File: src/rtl/pc_fetch_unit_if.sv
// Instruction-memory bus between pc_fetch_unit (master) and instruction memory (slave).
// The master issues a word-address read; the slave answers with data once busywait drops.
interface pc_fetch_unit_if;
  logic        imem_read;
  logic [29:0] imem_addr;
  logic        imem_busywait;
  logic [31:0] imem_data;

  modport master (
    output imem_read,
    output imem_addr,
    input  imem_busywait,
    input  imem_data
  );

  modport slave (
    input  imem_read,
    input  imem_addr,
    output imem_busywait,
    output imem_data
  );
endinterface

File: src/rtl/pc_fetch_unit.sv
// PC / instruction fetch unit: IDLE -> FETCH -> ISSUE loop, at most one instruction per 2 cycles.
// Optional stall counter built when PC_FETCH_STALLCNT_EN is defined.
module pc_fetch_unit #(
  parameter logic [31:0] RESET_PC = 32'h0000_0000
) (
  input  logic                   clk,
  input  logic                   reset,
  input  logic [31:0]            jump_target,
  input  logic                   flow_sel,
  input  logic                   busywait_in,
  pc_fetch_unit_if.master        imem,
  output logic [31:0]            pc,
  output logic [31:0]            instruction,
  output logic                   instr_valid
`ifdef PC_FETCH_STALLCNT_EN
  ,
  output logic [15:0]            stall_count
`endif
);

  typedef enum logic [1:0] {
    IDLE  = 2'd0,
    FETCH = 2'd1,
    ISSUE = 2'd2
  } state_t;

  state_t      state;
  state_t      state_next;
  logic        read_req;
  logic        valid;
  logic        fetch_done;
  logic        issue_exit;
  logic [31:0] pc_next;
  logic [31:0] pc_seq;
  logic [31:0] pc_jump;
  logic [31:0] instruction_next;
  logic        unused_target_bits;

  // Low target bits are discarded so the PC stays word aligned.
  assign pc_seq             = pc + 32'd4;
  assign pc_jump            = {jump_target[31:2], 2'b00};
  assign unused_target_bits = ^jump_target[1:0];

  always_ff @(posedge clk) begin
    if (reset) begin
      state <= IDLE;
    end else begin
      state <= state_next;
    end
  end

  always_comb begin
    state_next       = state;
    read_req         = 1'b0;
    valid            = 1'b0;
    fetch_done       = 1'b0;
    issue_exit       = 1'b0;
    pc_next          = pc;
    instruction_next = instruction;
    case (state)
      IDLE: begin
        state_next = FETCH;
      end
      FETCH: begin
        read_req = 1'b1;
        if (!imem.imem_busywait) begin
          fetch_done       = 1'b1;
          instruction_next = imem.imem_data;
          state_next       = ISSUE;
        end
      end
      ISSUE: begin
        valid = 1'b1;
        if (!busywait_in) begin
          issue_exit = 1'b1;
          pc_next    = flow_sel ? pc_jump : pc_seq;
          state_next = FETCH;
        end
      end
      default: begin
        state_next = IDLE;
      end
    endcase
  end

  always_ff @(posedge clk) begin
    if (reset) begin
      pc          <= {RESET_PC[31:2], 2'b00};
      instruction <= 32'h0000_0000;
    end else begin
      pc          <= pc_next;
      instruction <= instruction_next;
    end
  end

  assign imem.imem_read = read_req;
  assign imem.imem_addr = pc[31:2];
  assign instr_valid    = valid;

`ifdef PC_FETCH_STALLCNT_EN
  logic stall_event;

  // Counts every edge lost to a memory wait or a CPU stall; holds at all-ones.
  assign stall_event = (state == FETCH && imem.imem_busywait) ||
                       (state == ISSUE && busywait_in);

  always_ff @(posedge clk) begin
    if (reset) begin
      stall_count <= 16'h0000;
    end else if (stall_event && stall_count != 16'hFFFF) begin
      stall_count <= stall_count + 16'd1;
    end
  end
`endif

  // Structural invariants of the fetch loop.
  a_pc_aligned: assert property (@(posedge clk) pc[1:0] == 2'b00);
  a_read_valid_exclusive: assert property (@(posedge clk) !(read_req && valid));
  a_fetch_addr_stable: assert property (@(posedge clk)
    (!reset && state == FETCH && imem.imem_busywait) |=> (imem.imem_read && $stable(imem.imem_addr)));
  a_issue_hold: assert property (@(posedge clk)
    (!reset && state == ISSUE && busywait_in) |=> ($stable(pc) && $stable(instruction) && valid));

endmodule

File: src/flat_wrapper.sv
// flat-port wrapper written by rule: the top's interface ports become plain ports
module pc_fetch_unit_flat 
#(
  parameter logic [31:0] RESET_PC = 32'h0000_0000
)
  (clk, reset, jump_target, flow_sel, busywait_in, pc, instruction, instr_valid, imem_imem_read, imem_imem_addr, imem_imem_busywait, imem_imem_data);
  pc_fetch_unit_if imem_i ();
  input  logic clk;
  input  logic reset;
  input  logic [31:0] jump_target;
  input  logic flow_sel;
  input  logic busywait_in;
  output logic [31:0] pc;
  output logic [31:0] instruction;
  output logic instr_valid;
  output wire logic [$bits(imem_i.imem_read)-1:0] imem_imem_read;
  output wire logic [$bits(imem_i.imem_addr)-1:0] imem_imem_addr;
  input wire logic [$bits(imem_i.imem_busywait)-1:0] imem_imem_busywait;
  input wire logic [$bits(imem_i.imem_data)-1:0] imem_imem_data;
  assign imem_imem_read = imem_i.imem_read;
  assign imem_imem_addr = imem_i.imem_addr;
  assign imem_i.imem_busywait = imem_imem_busywait;
  assign imem_i.imem_data = imem_imem_data;
  pc_fetch_unit #(.RESET_PC(RESET_PC)) u_core (.clk(clk), .reset(reset), .jump_target(jump_target), .flow_sel(flow_sel), .busywait_in(busywait_in), .imem(imem_i), .pc(pc), .instruction(instruction), .instr_valid(instr_valid));
endmodule
File: config.mk
export PLATFORM = sky130hd
export DESIGN_NAME = pc_fetch_unit_flat
export DESIGN_NICKNAME = d
export VERILOG_FILES = /design/src/rtl/pc_fetch_unit_if.sv /design/src/rtl/pc_fetch_unit.sv /design/src/flat_wrapper.sv
export SDC_FILE = /design/constraint.sdc
export NUM_CORES = 1
export LEC_CHECK = 0
export ABC_AREA = 0
export CORE_UTILIZATION = 30
export CTS_CLUSTER_SIZE = 20
export DETAILED_ROUTE_END_ITERATION = 6
export GPL_ROUTABILITY_DRIVEN = 0
export PLACE_DENSITY_LB_ADDON = 0.05
export SETUP_SLACK_MARGIN = 0.2
export SKIP_LAST_GASP = 1
export SLEW_MARGIN = 0
export SYNTH_ARGS = -nofsm -noshare
export SYNTH_HDL_FRONTEND = slang
export SYNTH_SLANG_ARGS = --single-unit
File: constraint.sdc
create_clock -name clk -period 2.1 [get_ports clk]
set_input_delay 0.63 -clock clk [delete_from_list [all_inputs] [get_ports clk]]
set_output_delay 0.63 -clock clk [all_outputs]
set_load 0.03 [all_outputs]
==> results.md, run 1 <==
* Pwr Density at between 600 and 700 mW/mm^2
* Pint at approximately 2400 uW
* Commonest non-fill, non-tap cell in the layout: nand2_1
* H-tree levels at 3
* Antenna diodes at 0
* Drt pass-1 iters at 4
* CTS Sinks at between 60 and 70
* CP arrival at between 1 and 1.5 ns
* Main combinational cell family by area after synthesis: simple AND/OR/NAND/NOR gates
* Net Sw Frac at a little over a quarter
* Worst-path clk slew at approximately 0.06 ns
* Seq/Total Area, Yosys at 37.59%
* Count of flip-flops with a built-in enable after synthesis at 0
* CTS root buffer: clkbuf_16
* Vias in the first global route at approximately 3400
* Die H at approximately 110 um
* Ys flop type: dfxtp_1
* Cells after synthesis at approximately 460
* Fin Clk Skew at 0.006026 ns
* Combinational share of power at between 10% and 20%
* Ys async rst share at 0%
* Synth Area in Adders at less than 1%
* Max Slew Vio Count at 0
* Vias at between 3000 and 4000
* Max Clock Freq at 535.9 MHz
* #FFs+latches synth at 64
* Num CTS Buffers at 9
* Remaining global-route overflow at 0
* Worst hold path type: flip-flop to flip-flop
* Cell variety after synth at 48
* All-Layer GR Usage at between 10% and 20%
* # DRC at 0
* Post-synthesis simple-gate area fraction at between 20 and 30%
* WP data required at approximately 1.5 ns
* Most frequent cells in the layout: nand2_1 (91), dlygate4sd2_1 (80), clkdlybuf4s50_1 (63)
* Final worst-path cycle share at approximately nine tenths
* Run status: finished, final reports clean
* Util after Layout at between 40% and 50%
* IO Pins at between 150 and 200
* Post-Syn Area per Cell at around 7.5 um^2
* Crit Path Max Fanout at 6
* DRT iter0 DRCs at 170
* Starting density of the core at just over 30%
* Sequential Power Share at between 30% and 40%
* Synth Area in XOR/XNOR at 0%
* Buf/Inv on CP at 1
* Mapped Area at ~0.0034 mm^2
* Ys Warns at 0
* Endpoints failing setup at 0
* Antenna violations before repair at 0
* Setup CP Type: flip-flop to output port
* Critical Path Max Stage Delay at ~0.47 ns
* Top delay family on crit path: flip-flops
* CTS tree: yes
* Vias per Instance at between 5 and 6
* CP Launch Type: flip-flop
* Nets@finish at 664
* Die ar. at 0.01179 mm^2
* Total power at around 3300 uW
* Net switching power at approximately 900 uW
* Core footprint at 0.01094 mm^2
* Hold buffer count at cts at 0
* Synth area leaders: dfxtp_1 (38%), nand2_1 (10%), a21oi_1 (8.4%), buf_4 (7.0%), clkbuf_1 (3.4%)
* ANT nets after route at 0
* Clock share of power at between 40% and 50%
* Clock Tree Buf Depth at 2
* First-pass GRT wire length at 16.97 mm
* Pre-CTS setup slack at -0.2393 ns
* Post-route setup slack at about 0.23 ns
* Largest net degree at the start of global routing at 37
* PortBufs at between 150 and 200
* Post-synth top area share at a little under two fifths
* Max-capacitance violation count at 0
* Final wirelength at 10.88 mm
* Layout area overhead at 57.49%
* Multiplexer share of the synthesized area at ~1.5%
* Fin. Hold Viols at 0
* Leak at around 0.0023 uW
* Slowest-stage cell, CP: dfxtp_1
* Hold WS at around 0.45 ns
* Row count at 38
* Final Non-Filler Cells at 739
* Placed Cells at just over 700
* Peak VDD IR at 557.0 uV
* Die X-Extent at roughly 110 um
* Detailed placement HPWL at around 7.5 mm
* Clk_lat worst skew at 0.33 ns
* Critical path capture point type: output port
* Worst-path cell chain: dlygate4sd2_1
* Compound-Gate Fraction of Synth Area at 20.89%
* Largest area contributor in the netlist: dfxtp_1
* Fillers at 1111
* RSZ-0062 raised after global routing: true
* Layout cells sized above 1 at between 10% and 20%
* Final worst path period need at between 1.5 and 2 ns
* Wire per inst at about 15 um
[cells in the mapped netlist (2+ instances only)]
| library cell | n |
|---|---|
| a2111oi_0 | 2 |
| a211oi_1 | 4 |
| a21oi_1 | 57 |
| a22o_1 | 3 |
| a22oi_1 | 5 |
| a31o_2 | 2 |
| a31oi_1 | 16 |
| a41o_1 | 2 |
| and2_1 | 4 |
| and3_1 | 9 |
| buf_2 | 5 |
| buf_4 | 32 |
| clkbuf_1 | 31 |
| dfxtp_1 | 64 |
| inv_1 | 2 |
| mux2i_1 | 5 |
| nand2_1 | 91 |
| nand2b_1 | 2 |
| nand3_1 | 20 |
| nand4_1 | 9 |
| nor2_1 | 21 |
| nor2b_1 | 5 |
| nor3_1 | 13 |
| nor4_1 | 5 |
| nor4_4 | 2 |
| o21a_1 | 2 |
| o21ai_0 | 15 |
| o22ai_1 | 2 |
| o31ai_1 | 3 |
| o41ai_1 | 2 |
| or2_2 | 2 |
| or3_1 | 2 |
| or4_1 | 2 |
[power by group through the flow]
stage / sequential [uW] / clock (uW) / combinational (uW)
after global placement: 1320 / 0 / 535
final: 1290 / 1530 / 503
after floorplan: 1390 / 0 / 190
after detailed placement: 1320 / 0 / 536
after global routing: 1290 / 1620 / 543
after CTS: 1290 / 1560 / 507
[sequential cells by signal (all words and copies together) (netlist names)]
register            flops
u_core.instruction     32
u_core.state            2
u_core.pc              30
[final timing paths]
| path | startpoint | end | slack, ns | cells past startpoint |
|---|---|---|---|---|
| worst min-delay path | u_core.instruction[30]$_SDFFE_PP0P_ | u_core.instruction[30]$_SDFFE_PP0P_ | 0.45 | 2 |
| worst max-delay path | u_core.pc[5]$_SDFFE_PP0P_ | imem_imem_addr[3] | 0.23 | 1 |
| worst min register to register | u_core.instruction[30]$_SDFFE_PP0P_ | u_core.instruction[30]$_SDFFE_PP0P_ | 0.45 | 2 |
| worst max register to register | u_core.pc[5]$_SDFFE_PP0P_ | u_core.pc[17]$_SDFFE_PP0P_ | 0.25 | 5 |
[metrics by stage]
stage | cell area, um^2 | TNS [ns]
2_1_floorplan | 3427 | 0
3_3_place_gp | 5072 | -1.905
3_5_place_dp | 5072 | -2.210
4_1_cts | 5301 | 0
5_1_grt | 5368 | 0
6_report | 5368 | 0
[cell type report]
class                           count  area [um^2]  share of cell area (%)
Multi-Input combinational cell    322         1792                   33.38
Timing Repair Buffer              195         1787                   33.29
Sequential cell                    64         1301                   24.24
Clock buffer                        9        225.2                   4.196
Tap cell                          140        175.2                   3.263
Clock inverter                      7        80.08                   1.492
Inverter                            2        7.507                  0.1399
[cells by family after synthesis]
group                    Yosys count
AO/OA/AOI/OAI                    119
adder cells (fa/ha/maj)            1
buffers and inverters             71
flip-flops                        64
multiplexers                       5
other                              1
AND/OR/NAND/NOR                  195
[layer usage]
| metal | wire length (um) | global-route usage (%) | vias up |
|---|---|---|---|
| met5 | 0 | 0 | - |
| met2 | 5042 | 30.42 | 128 |
| met4 | 72 | 4.054 | 0 |
| li1 | - | - | 1858 |
| met1 | 5003 | 23.84 | 1779 |
| met3 | 759 | 5.606 | 4 |
[what timing repair did]
| action | CTS | global route |
|---|---|---|
| gates cloned | 0 | 1 |
| pin swaps | 1 | 8 |
| resized for setup | 106 | 29 |
| setup endpoints to repair | 105 | 31 |
| buffers inserted | 2 | 4 |
Note: power is estimated with default switching activity, not from simulation.
==> run 2, diff against run 1 <==
--- a/config.mk
+++ b/config.mk
@@ -6,6 +6,7 @@
 export NUM_CORES = 1
 export LEC_CHECK = 0
 export ABC_AREA = 0
+export ABC_CLOCK_PERIOD_IN_PS = 2100
 export CORE_UTILIZATION = 30
 export CTS_CLUSTER_SIZE = 20
 export DETAILED_ROUTE_END_ITERATION = 6
==> results of run 2 <==
Same layout as run 1: the final DEF is identical, and so are final timing and power.
